## src/rtl/apb_arbiter.sv

```systemverilog
// apb_arbiter
//   Shares one downstream APB slave port between NUM_M APB requesters.
//   Round-robin arbitration, one granted transfer at a time; the arbiter
//   regenerates SETUP/ACCESS downstream and routes the completion back to
//   the granted requester only.
//
// Parameters
//   NUM_M    number of requesters (>= 2)
//   TIMEOUT  ACCESS-phase cycle limit (only with APB_ARB_TIMEOUT_EN)
//
// Build option
//   APB_ARB_TIMEOUT_EN  when defined, an ACCESS phase that reaches
//                       TIMEOUT-1 counted cycles without out_pready is
//                       force-completed with an error to the requester.
//
// Ports
//   clock, reset        posedge clock, synchronous active-high reset
//   in_*   (NUM_M)      requester-side APB slots, slot i at [W*i +: W]
//                       (in_penable is ignored)
//   out_*               downstream APB master port
module apb_arbiter #(
   parameter int unsigned NUM_M   = 2,
   parameter int unsigned TIMEOUT = 1024
) (
   input  logic                  clock,
   input  logic                  reset,
   input  logic [NUM_M*32-1:0]   in_paddr,
   input  logic [NUM_M-1:0]      in_psel,
   input  logic [NUM_M-1:0]      in_penable,
   input  logic [NUM_M*3-1:0]    in_pprot,
   input  logic [NUM_M-1:0]      in_pwrite,
   input  logic [NUM_M*32-1:0]   in_pwdata,
   input  logic [NUM_M*4-1:0]    in_pstrb,
   output logic [NUM_M-1:0]      in_pready,
   output logic [NUM_M*32-1:0]   in_prdata,
   output logic [NUM_M-1:0]      in_pslverr,
   output logic [31:0]           out_paddr,
   output logic                  out_psel,
   output logic                  out_penable,
   output logic [2:0]            out_pprot,
   output logic                  out_pwrite,
   output logic [31:0]           out_pwdata,
   output logic [3:0]            out_pstrb,
   input  logic                  out_pready,
   input  logic [31:0]           out_prdata,
   input  logic                  out_pslverr
);

   localparam int unsigned GW = $clog2(NUM_M);

   localparam logic [1:0] S_IDLE   = 2'd0;
   localparam logic [1:0] S_SETUP  = 2'd1;
   localparam logic [1:0] S_ACCESS = 2'd2;

   logic [1:0]    state_q, state_d;
   logic [GW-1:0] gnt_q, gnt_d;
   logic [GW-1:0] last_q, last_d;

   logic [GW-1:0] pick;
   logic [GW-1:0] cand;
   logic          pick_found;
   logic          busy;
   logic          done;
   logic          timeout_hit;

   logic [31:0]   paddr_a  [NUM_M];
   logic [31:0]   pwdata_a [NUM_M];
   logic [2:0]    pprot_a  [NUM_M];
   logic [3:0]    pstrb_a  [NUM_M];
   logic [31:0]   prdata_a [NUM_M];

   for (genvar i = 0; i < NUM_M; i++) begin : g_slot
      assign paddr_a[i]             = in_paddr[32*i +: 32];
      assign pwdata_a[i]            = in_pwdata[32*i +: 32];
      assign pprot_a[i]             = in_pprot[3*i +: 3];
      assign pstrb_a[i]             = in_pstrb[4*i +: 4];
      assign in_prdata[32*i +: 32]  = prdata_a[i];
   end

   // Round-robin search starting just after the last granted requester.
   always_comb begin
      pick       = '0;
      cand       = '0;
      pick_found = 1'b0;
      for (int unsigned i = 1; i <= NUM_M; i++) begin
         cand = GW'((32'(last_q) + i) % NUM_M);
         if (!pick_found && in_psel[cand]) begin
            pick       = cand;
            pick_found = 1'b1;
         end
      end
   end

`ifdef APB_ARB_TIMEOUT_EN
   logic [31:0] tcnt_q, tcnt_d;
   logic        unused_penable;

   always_comb begin
      tcnt_d = tcnt_q;
      if (state_q == S_SETUP) begin
         tcnt_d = '0;
      end else if (state_q == S_ACCESS) begin
         tcnt_d = tcnt_q + 32'd1;
      end
   end

   always_ff @(posedge clock) begin
      if (reset) begin
         tcnt_q <= '0;
      end else begin
         tcnt_q <= tcnt_d;
      end
   end

   // A real pready in the same cycle takes precedence over the forced error.
   assign timeout_hit    = (state_q == S_ACCESS) && !out_pready &&
                           (tcnt_q == 32'(TIMEOUT - 1));
   assign unused_penable = ^in_penable;
`else
   logic unused_cfg;
   assign timeout_hit = 1'b0;
   assign unused_cfg  = ^{in_penable, 32'(TIMEOUT)};
`endif

   // Outputs are gated by reset so a transfer aborted by reset never
   // signals completion, even in the cycle reset is sampled.
   assign busy = !reset && ((state_q == S_SETUP) || (state_q == S_ACCESS));
   assign done = !reset && (state_q == S_ACCESS) && (out_pready || timeout_hit);

   always_comb begin
      state_d = state_q;
      gnt_d   = gnt_q;
      last_d  = last_q;
      case (state_q)
         S_IDLE: begin
            if (pick_found) begin
               gnt_d   = pick;
               state_d = S_SETUP;
            end
         end
         S_SETUP: state_d = S_ACCESS;
         S_ACCESS: begin
            if (done) begin
               last_d  = gnt_q;
               state_d = S_IDLE;
            end
         end
         default: state_d = S_IDLE;
      endcase
   end

   always_ff @(posedge clock) begin
      if (reset) begin
         state_q <= S_IDLE;
         gnt_q   <= '0;
         last_q  <= GW'(NUM_M - 1);
      end else begin
         state_q <= state_d;
         gnt_q   <= gnt_d;
         last_q  <= last_d;
      end
   end

   always_comb begin
      out_psel    = busy;
      out_penable = busy && (state_q == S_ACCESS);
      out_paddr   = busy ? paddr_a[gnt_q]  : '0;
      out_pwdata  = busy ? pwdata_a[gnt_q] : '0;
      out_pprot   = busy ? pprot_a[gnt_q]  : '0;
      out_pstrb   = busy ? pstrb_a[gnt_q]  : '0;
      out_pwrite  = busy ? in_pwrite[gnt_q] : 1'b0;
   end

   always_comb begin
      in_pready  = '0;
      in_pslverr = '0;
      prdata_a   = '{default: '0};
      if (done) begin
         in_pready[gnt_q] = 1'b1;
         if (out_pready) begin
            prdata_a[gnt_q]   = out_prdata;
            in_pslverr[gnt_q] = out_pslverr;
         end else begin
            in_pslverr[gnt_q] = 1'b1;
         end
      end
   end

endmodule

```

## config.mk

```make
export PLATFORM = sky130hd
export DESIGN_NAME = apb_arbiter
export DESIGN_NICKNAME = d
export VERILOG_FILES = /design/src/rtl/apb_arbiter.sv
export SDC_FILE = /design/constraint.sdc
export NUM_CORES = 1
export LEC_CHECK = 0
export BUFFER_PORTS_ARGS = -buffer_cell sky130_fd_sc_hd__buf_2
export CAP_MARGIN = 25
export CORE_AREA = 4 4 125 127
export DETAILED_ROUTE_END_ITERATION = 8
export DIE_AREA = 0 0 129 131
export MAX_ROUTING_LAYER = met4
export PLACE_DENSITY_LB_ADDON = 0.05
export SKIP_LAST_GASP = 1
export SYNTH_ARGS = -nofsm -noshare
export SYNTH_HDL_FRONTEND = slang
export SYNTH_SLANG_ARGS = --single-unit
export TNS_END_PERCENT = 50
```

## constraint.sdc

```tcl
create_clock -name clock -period 2 [get_ports clock]
set_clock_uncertainty 0.15 [all_clocks]
set_input_delay 0.4 -clock clock [delete_from_list [all_inputs] [get_ports clock]]
set_output_delay 0.4 -clock clock [all_outputs]
set_load 0.02 [all_outputs]
```

==> results of run 1 <==
[layout by cell type (no fill, tap or decap), drive strengths merged]
cell type	Yosys	routed
a211o	1	1
a21oi	1	1
a32oi	1	1
and2	67	67
and3	1	1
buf	20	344
clkbuf	2	6
dfxtp	4	4
ha	3	3
inv	3	3
mux2i	73	73
nand2	3	3
nand2b	3	3
nor2	75	75
nor2b	1	1
nor3	1	1
nor3b	2	2
o21ai	1	1
[synth_stat cells]
| cell type | number |
|---|---|
| a211o_1 | 1 |
| a21oi_1 | 1 |
| a32oi_1 | 1 |
| and2_1 | 67 |
| and3_1 | 1 |
| buf_2 | 11 |
| buf_4 | 9 |
| clkbuf_2 | 2 |
| dfxtp_1 | 4 |
| ha_1 | 3 |
| inv_1 | 2 |
| inv_2 | 1 |
| mux2i_1 | 73 |
| nand2_1 | 3 |
| nand2b_1 | 3 |
| nor2_1 | 75 |
| nor2b_1 | 1 |
| nor3_2 | 1 |
| nor3b_1 | 1 |
| nor3b_2 | 1 |
| o21ai_0 | 1 |
[stage by stage]
step	setup TNS (ps)	hold slack [ps]
6_report	-8900	323.2
5_1_grt	-18670	340.9
4_1_cts	-15110	326.6
3_5_place_dp	-14.49	318.6
3_3_place_gp	0	317.7
2_1_floorplan	0	285.2
[worst paths after layout]
check | start | end
hold / removal | last_q | last_q
setup reg to reg | state_q[0] | state_q[1]
setup / recovery | state_q[0] | in_prdata[38]
hold reg to reg | last_q | last_q
[worst reg2reg max path, cell delays in order (launching register included)]
cell and delay (ps):
dfxtp_2 340, inv_4 50, ha_4 160, buf_4 120, buf_4 130, nor2b_1 140
a21oi_1 180, mux2i_1 190
[registers in the layout, summed over array words and instances (netlist names)]
name and count:
gnt_q 1, last_q 1, state_q 2
[layout make-up]
cell class	instances	share of cell area, %
clock buffers	4	1.771
flip-flops and latches	4	1.996
repair buffers	346	51.46
inverters	3	0.3092
multi-input cells	233	39.29
well taps	184	5.171
[cells by family (layout without fill, tap and decap cells)]
kind of cell	Yosys count	after routing	synth area share (%)
DFF	4	4	4.466
and+or+nand+nor	153	153	43.13
muxes	73	73	40.75
buffers and inverters	25	353	8.025
AOI/OAI and AO/OA	4	4	1.535
adders and majority gates	3	3	2.094
[per-layer routing]
layer	vias up	GRT usage [%]
li1	1505	-
met1	1349	11.22
met2	189	24.42
met3	10	1.789
met4	0	2.532
met5	-	-
[repair_timing]
action	CTS	global route
setup buffers	2	3
gates cloned	2	5
endpoints found under the setup margin	142	142
gates resized for setup	79	102
pin swaps	1	24
[where the power goes]
part           switching [mW]  internal, mW  leakage [nW]  total (mW)
Sequential             0.0168        0.0898        0.0346       0.107
Combinational           0.590         0.544          2.33        1.13
Clock                  0.0647         0.264        0.0382       0.329
==> metrics.yaml, run 1 <==
global_routing:
  grt_first_pass_wirelength_um: 15060
  grt_pass1_vias: 2904
  antenna_found_initial: 0
  grtUsageTotal_pct: 11.75
  grt_max_degree: 44
  gr-total-overflow: 0
worst_setup_path:
  cp.required_ps: 1450
  path_max_fanout: 8
  path_depth: 8
  critPathMaxStageDelay_ps: 320
  end_kind: "output port"
  critPathBufInv: 4
  worstPathArrival_ps: 1590
  startpoint_type: "flip-flop"
  crit_chain: "inv_4 -> ha_4 -> nand2_4 -> nor3b_4 -> buf_4 -> buf_6 -> and2_1 -> buf_4"
  criticalPathCategory: "flip-flop to output port"
  rrSetupSlack_ps: 470
  critPathSlowestCell: "dfxtp_2"
  path_delay_family: "buffers and inverters"
  reg2regPathDepth: 7
  cpMostUsedCell: "buf_4"
route:
  wl_um: 12180
  wl_per_cell_um: 15.73
  drt-initial-drc-count: 45
  vias: 3053
  top_layer: "met4"
  drt-pass1-iter-count: 4
  met1_length_um: 4064
  drt-vias-per-instance: 3.944
  wl_met3_um: 1131
  drc: 0
  wl_met2_um: 6831
  ant_nets: 0
synthesis:
  synth_cells: 262
  yosysTopAreaCell: "mux2i_1"
  synth_seq_cells: 4
  synth_area_um2: 1793
  ys_types: 21
  yosysTopAreaCellShare_pct: 40.75
  ys_seq_area_share_pct: 4.466
  ys_warn_count: 0
  ys_top_cells_by_area: "mux2i_1 41%, and2_1 23%, nor2_1 16%"
  syn_avg_cell_area_um2: 6.843
  synthesis.nets: 449
clocking:
  clock_sinks: 4
  ctsRootBufferMaster: "clkbuf_16"
  insertion_delay_ps: 230
  cts_max_path_buffers: 2
  clk_pin_slew_ps: 30
  cts_buffers: 3
  cts.htree.levels: 1
  cts_tree: "done"
  ctsHoldBuffers: 0
job:
  maxCapViolations: 0
floorplan:
  dieArea_um2: 16900
  fp.dieW_um: 129
  core_um2: 14420
  ioPinCount: 326
  die_y_um: 131
  row_count: 44
  initial_utilization_pct: 12.43
timing:
  rsz0062_at_grt: "yes"
  setup_ws_ps: -142.4
  period_minus_slack_ps: 2142
  setup_viol: 140
  fin_crit_sh_pct: 107.1
  maxSlewHeadroom_pct: 82.57
  slew_viol_final: 0
  hold_viol: 0
  worst_pin_slew_ps: 254.2
  max_freq_ghz: 0.4668
run_status:
  status: "finished, violations left"
  failed_checks: "negative setup slack"
hold_path:
  hold_path_depth: 1
  hp-class: "flip-flop to flip-flop"
placed_design:
  pre_cts_slack_ps: -14.49
  dpl_cell_area_um2: 3679
  routabilityCongestion: 0.7536
  port_buffers: 323
  dpl.hpwl_um: 9666
  place_inst: 759
finish:
  nNetsFinal: 778
  drive_gt1_share_pct: 66.61
  area_growth_pct: 148.3
  final_cells: 774
  antenna_cells: 0
  seqCellArea_um2: 88.84
  nFillCells: 1583
  final_util_pct: 30.86
  multi_input_area_um2: 1749
  final_area_um2: 4452
power:
  power.total_mw: 1.570
  ir_worst_vdd_v: 0.0002080
  power_density_nw_per_um2: 352.6
  p_leak_nw: 2.399
No activity file was read; power rests on OpenSTA's default activity.
==> run 2: changes to the inputs <==
- SETUP_SLACK_MARGIN: unset -> 0.4
==> metrics.yaml, run 2 (synthesis gave the netlist of run 1 again) <==
run_status:
  status: "finished, violations left"  # unchanged
  failed_checks: "negative setup slack"  # unchanged
floorplan:
  initial_utilization_pct: 12.43  # unchanged
  ioPinCount: 326  # unchanged
  core_um2: 14420  # unchanged
  fp.dieW_um: 129  # unchanged
  row_count: 44  # unchanged
  dieArea_um2: 16900  # unchanged
  die_y_um: 131  # unchanged
timing:
  period_minus_slack_ps: 2170  # was 2142 ps
  hold_viol: 0  # unchanged
  slew_viol_final: 0  # unchanged
  max_freq_ghz: 0.4607  # was 0.4668 GHz
  maxSlewHeadroom_pct: 78.25  # was 82.57%
  fin_setup_tns_ps: -10810  # was -8900 ps
  fin_crit_sh_pct: 108.5  # was 107.1%
  worst_pin_slew_ps: 317.1  # was 254.2 ps
  setup_viol: 141  # was 140
  setup_ws_ps: -170.4  # was -142.4 ps
  rsz0062_at_grt: "yes"  # unchanged
clocking:
  ctsRootBufferMaster: "clkbuf_16"  # unchanged
  insertion_delay_ps: 230  # about the same
  clk_pin_slew_ps: 30  # about the same
  cts_max_path_buffers: 2  # unchanged
  cts_buffers: 3  # unchanged
  cts.htree.levels: 1  # unchanged
  ctsHoldBuffers: 0  # unchanged
  clock_sinks: 4  # unchanged
  cts_tree: "done"  # unchanged
global_routing:
  grt_util_met2_pct: 24.73  # was 24.42%
  gr-total-overflow: 0  # unchanged
  grt.busiest_layer: "met2"  # unchanged
  grt_use_met3_pct: 2.114  # was 1.789%
  use_met1_pct: 13.27  # was 11.22%
  grt_pass1_vias: 3279  # was 2,904
  antenna_found_initial: 1  # was 0
  grtUsageTotal_pct: 12.60  # was 11.75%
  grt_max_degree: 35  # was 44
  grt_first_pass_wirelength_um: 16440  # was 15,060 um
placed_design:
  routabilityCongestion: 0.8085  # was 0.7536
  place_inst: 766  # was 759
  dpl.hpwl_um: 8998  # was 9666 um
  port_buffers: 323  # unchanged
  pre_cts_slack_ps: -36.62  # was -14.49 ps
finish:
  layout_commonest_cell: "buf_2"  # unchanged
  nFillCells: 1421  # was 1,583
  layout_common_cells: "216 x buf_2, 98 x buf_6, 71 x nor2_4"  # was 240 x buf_2, 70 x mux2i_1, 64 x nor2_1
  drive_gt1_share_pct: 83.88  # was 66.61%
  regMostFlops: "state_q"  # unchanged
  area_growth_pct: 213.8  # was 148.3%
  final_cells: 793  # was 774
  reg_top3: "state_q x2, gnt_q x1, last_q x1"  # unchanged
  largest_register_ffs: 2  # unchanged
  nNetsFinal: 796  # was 778
worst_setup_path:
  criticalPathCategory: "flip-flop to output port"  # unchanged
  path_max_fanout: 8  # unchanged
  critPathSlowestCell: "dfxtp_2"  # unchanged
  crit_chain: "inv_4 -> ha_4 -> nand2_4 -> nor3b_4 -> buf_6 -> clkbuf_16 -> and2_4 -> buf_6"  # was inv_4 -> ha_4 -> nand2_4 -> nor3b_4 -> buf_4 -> buf_6 -> and2_1 -> buf_4
  cpMostUsedCell: "buf_6"  # was buf_4
  cp.required_ps: 1450  # about the same
  critPathBufInv: 4  # unchanged
  startpoint_type: "flip-flop"  # unchanged
  critPathMaxStageDelay_ps: 320  # about the same
  worstPathArrival_ps: 1620  # was 1590 ps
  end_kind: "output port"  # unchanged
  path_delay_family: "buffers and inverters"  # unchanged
route:
  ant_nets: 0  # unchanged
  wl_um: 11990  # was 12,180 um
  drc: 0  # unchanged
  drt-vias-per-instance: 3.965  # was 3.944
  wl_per_cell_um: 15.12  # was 15.73 um
  drt-initial-drc-count: 48  # was 45
  vias: 3144  # was 3,053
  drt-pass1-iter-count: 3  # was 4
power:
  power_density_nw_per_um2: 372.4  # was 352.6 nW/um^2
  p_leak_nw: 2.695  # was 2.399 nW
  ir_worst_vdd_v: 0.0001607  # was 0.0002080 V
hold_path:
  hp-class: "flip-flop to flip-flop"  # unchanged
job:
  maxCapViolations: 0  # unchanged
[run 2: power breakdown]
part | internal (mW) | switching (mW)
Clock | 0.264 | 0.0635
Combinational | 0.843 | 0.817
Sequential | 0.0899 | 0.0180
Total | 1.20 | 0.898
[run 2: routing by layer]
layer / up-vias / routed length [um]
met5: - / 0
li1: 1552 / -
met2: 199 / 6651
met3: 11 / 1109
met1: 1382 / 4092
met4: 0 / 135
[run 2: final cells by class]
type	count	area (um^2)	area share (%)
Timing Repair Buffer	363	2860	50.83
Multi-Input combinational cell	234	2350	41.76
Tap cell	184	230.2	4.092
Sequential cell	4	88.84	1.579
Clock buffer	4	78.83	1.401
Inverter	3	16.27	0.2891
Antenna cell	1	2.502	0.04447
[run 2: path summary, 6_finish.rpt]
kind,startpoint,endpoint,slack [ps],cells past startpoint
worst max-delay path,state_q[0],in_prdata[32],-170,8
worst min-delay path,last_q,last_q,320,1
worst max register to register,state_q[0],state_q[1],450,7
worst min register to register,last_q,last_q,320,1
[run 2: metrics by stage]
step           hold WS [ps]  power [mW]  instance area (um^2)  util, %
6_report              323.6       2.096                  5627    39.01
5_1_grt               363.5       2.220                  5627    39.01
4_1_cts               332.6       1.995                  5177    35.90
3_5_place_dp          327.9       1.250                  4194    29.08
3_3_place_gp          322.3       1.245                  4194    29.08
2_1_floorplan         285.2      0.8351                  2338        -
[run 2: worst reg2reg max path, delay by kind of cell, from the launching register on]
kind | cells | cell delay [ps]
AOI/OAI and AO/OA | 1 | 180
adders and majority gates | 1 | 160
buffers and inverters | 3 | 300
DFF | 1 | 340
muxes | 1 | 190
and+or+nand+nor | 1 | 140
[run 2: repair_timing]
action                                  CTS  global route
pin swaps                                24            30
resized for setup                       208           104
endpoints found under the setup margin  142           142
gates cloned                              5             3
buffers inserted                         12             2
==> run 3: changes to the inputs <==
- BUFFER_PORTS_ARGS: -buffer_cell sky130_fd_sc_hd__buf_2 -> -buffer_cell sky130_fd_sc_hd__buf_4
==> metrics.yaml, run 3 (synthesis gave the netlist of run 1 again) <==
worst_setup_path:
  path_delay_family: "buffers and inverters"  # unchanged
  r2r_start: "state_q[0]"  # unchanged
  worstPathArrival_ps: 1600  # was 1620 ps
  cp.required_ps: 1450  # about the same
  crit_chain: "inv_4 -> ha_4 -> nand2_4 -> nor3b_4 -> buf_6 -> clkbuf_16 -> and2_4 -> buf_6"  # unchanged
  startpoint_type: "flip-flop"  # unchanged
  criticalPathCategory: "flip-flop to output port"  # unchanged
  rrSetupSlack_ps: 570  # was 450 ps
  cpMostUsedCell: "buf_6"  # unchanged
  worstSetupStartpoint: "state_q[0]"  # unchanged
  r2r-end: "state_q[1]"  # unchanged
  reg2regPathDepth: 6  # was 7
  critPathMaxStageDelay_ps: 320  # about the same
  critPathBufInv: 4  # unchanged
  path_max_fanout: 8  # unchanged
  end_kind: "output port"  # unchanged
  critPathSlowestCell: "dfxtp_2"  # unchanged
timing:
  maxSlewHeadroom_pct: 77.51  # was 78.25%
  fin_crit_sh_pct: 107.7  # was 108.5%
  period_minus_slack_ps: 2154  # was 2170 ps
  max_freq_ghz: 0.4642  # was 0.4607 GHz
  slew_viol_final: 0  # unchanged
  rsz0062_at_grt: "yes"  # unchanged
  setup_viol: 141  # unchanged
  worst_pin_slew_ps: 327.9  # was 317.1 ps
  worst_hold_slack_ps: 282.7  # was 323.6 ps
  setup_ws_ps: -154.3  # was -170.4 ps
  hold_viol: 0  # unchanged
clocking:
  cts_max_path_buffers: 2  # unchanged
  cts_buffers: 3  # unchanged
  insertion_delay_ps: 220  # was 230 ps
  clock_sinks: 4  # unchanged
  cts.htree.levels: 1  # unchanged
  ctsRootBufferMaster: "clkbuf_16"  # unchanged
  cts_tree: "done"  # unchanged
  clk_pin_slew_ps: 30  # about the same
floorplan:
  die_y_um: 131  # unchanged
  ioPinCount: 326  # unchanged
  fp.dieW_um: 129  # unchanged
  initial_utilization_pct: 12.43  # unchanged
  row_count: 44  # unchanged
  dieArea_um2: 16900  # unchanged
  core_um2: 14420  # unchanged
route:
  vias: 3105  # was 3,144
  drc: 0  # unchanged
  drt-initial-drc-count: 44  # was 48
  drt-vias-per-instance: 3.955  # was 3.965
  ant_nets: 0  # unchanged
  wl_um: 12200  # was 11,990 um
  drt-pass1-iter-count: 4  # was 3
  wl_per_cell_um: 15.54  # was 15.12 um
hold_path:
  hold_path_depth: 2  # was 1
  hp-class: "primary input to flip-flop"  # was flip-flop to flip-flop
  min_to: "gnt_q"  # was last_q
  hold_start: "reset"  # was last_q
finish:
  seqCellArea_um2: 88.84  # unchanged
  multi_input_area_um2: 2280  # was 2350 um^2
  nNetsFinal: 788  # was 796
  final_util_pct: 41.37  # was 39.01%
  layout_commonest_cell: "buf_4"  # was buf_2
  layout_common_cells: "259 x buf_4, 76 x buf_6, 65 x nor2_4"  # was 216 x buf_2, 98 x buf_6, 71 x nor2_4
  nFillCells: 1459  # was 1,421
  final_area_um2: 5967  # was 5627 um^2
  largest_register_ffs: 2  # unchanged
  drive_gt1_share_pct: 82.17  # was 83.88%
  area_growth_pct: 232.8  # was 213.8%
  reg_top3: "state_q x2, gnt_q x1, last_q x1"  # unchanged
  regMostFlops: "state_q"  # unchanged
power:
  power_frac_comb_pct: 79.9  # was 79.2%
  ir_worst_vdd_v: 0.0001712  # was 0.0001607 V
  swShare_pct: 40.61  # was 42.87%
  power_density_nw_per_um2: 355.6  # was 372.4 nW/um^2
  power.total_mw: 2.122  # was 2.096 mW
  seqPwrFrac_pct: 4.9  # was 5.1%
  power.switching_mw: 0.8617  # was 0.8983 mW
  p_leak_nw: 2.775  # was 2.695 nW
  p_int_mw: 1.260  # was 1.197 mW
  clkPwrFrac_pct: 15.2  # was 15.6%
placed_design:
  port_buffers: 323  # unchanged
  dpl.hpwl_um: 9595  # was 8998 um
  routabilityCongestion: 0.7387  # was 0.8085
  dpl_cell_area_um2: 4955  # was 4194 um^2
run_status:
  failed_checks: "negative setup slack"  # unchanged
  status: "finished, violations left"  # unchanged
job:
  maxCapViolations: 0  # unchanged
global_routing:
  grt_max_degree: 35  # unchanged
  grtUsageTotal_pct: 12.73  # was 12.60%
  antenna_found_initial: 1  # unchanged
  grt_pass1_vias: 3109  # was 3,279
  grt_first_pass_wirelength_um: 16680  # was 16,440 um
  gr-total-overflow: 0  # unchanged
## run 3: worst max-delay path by stage
| stage | endpoint | slack, ps | depth (start not counted) |
|---|---|---|---|
| 2_1_floorplan | in_prdata[55] | 140 | 6 |
| 3_3_place_gp | out_pwrite | 40 | 6 |
| 3_5_place_dp | out_pstrb[3] | 40 | 6 |
| 4_1_cts | in_prdata[45] | -170 | 8 |
| 5_1_grt | in_prdata[61] | -220 | 8 |
| 6_report | in_prdata[40] | -150 | 8 |
## run 3: metal layers
layer | global-route usage (%) | wire length [um] | part of all wire, % | up-vias
met4 | 1.482 | 34 | 0.28 | 0
li1 | - | - | - | 1541
met2 | 24.88 | 6926 | 57 | 190
met5 | - | 0 | 0 | -
met1 | 13.22 | 3955 | 32 | 1372
met3 | 3.130 | 1283 | 11 | 2
## run 3: layout make-up
type	count	area share (%)
Antenna cell	1	0.04194
Clock buffer	4	1.321
Inverter	3	0.2726
Multi-Input combinational cell	233	38.21
Sequential cell	4	1.489
Tap cell	184	3.858
Timing Repair Buffer	356	54.81
## run 3: power groups by stage
stage                     logic [mW]  registers (mW)  clock network [mW]
final                           1.70           0.104               0.322
after floorplan                0.738          0.0972                   0
after CTS                       1.52           0.105               0.329
after detailed placement        1.32           0.103                   0
after global placement          1.31           0.102                   0
after global routing            1.81           0.106               0.334
## run 3: stage by stage
step | TNS (ps) | setup slack [ps] | std cells
3_3_place_gp | 0 | 43.19 | 758
4_1_cts | -14340 | -165.7 | 776
2_1_floorplan | 0 | 142.9 | 262
5_1_grt | -21230 | -220.2 | 785
3_5_place_dp | 0 | 35.23 | 758
6_report | -11430 | -154.3 | 785
## run 3: repair_timing
action | CTS | global route
pin swaps | 4 | 29
hold buffers | 0 | 0
endpoints found under the setup margin | 142 | 142
setup buffers | 10 | 2
resized for setup | 54 | 102
cloned | 4 | 6
## run 3: worst reg2reg max path: stages, from the launching register on
cell and delay, ps:
dfxtp_2 340, inv_4 50, ha_4 160, buf_4 130, nor2b_1 140, a21oi_1 160
mux2i_1 210
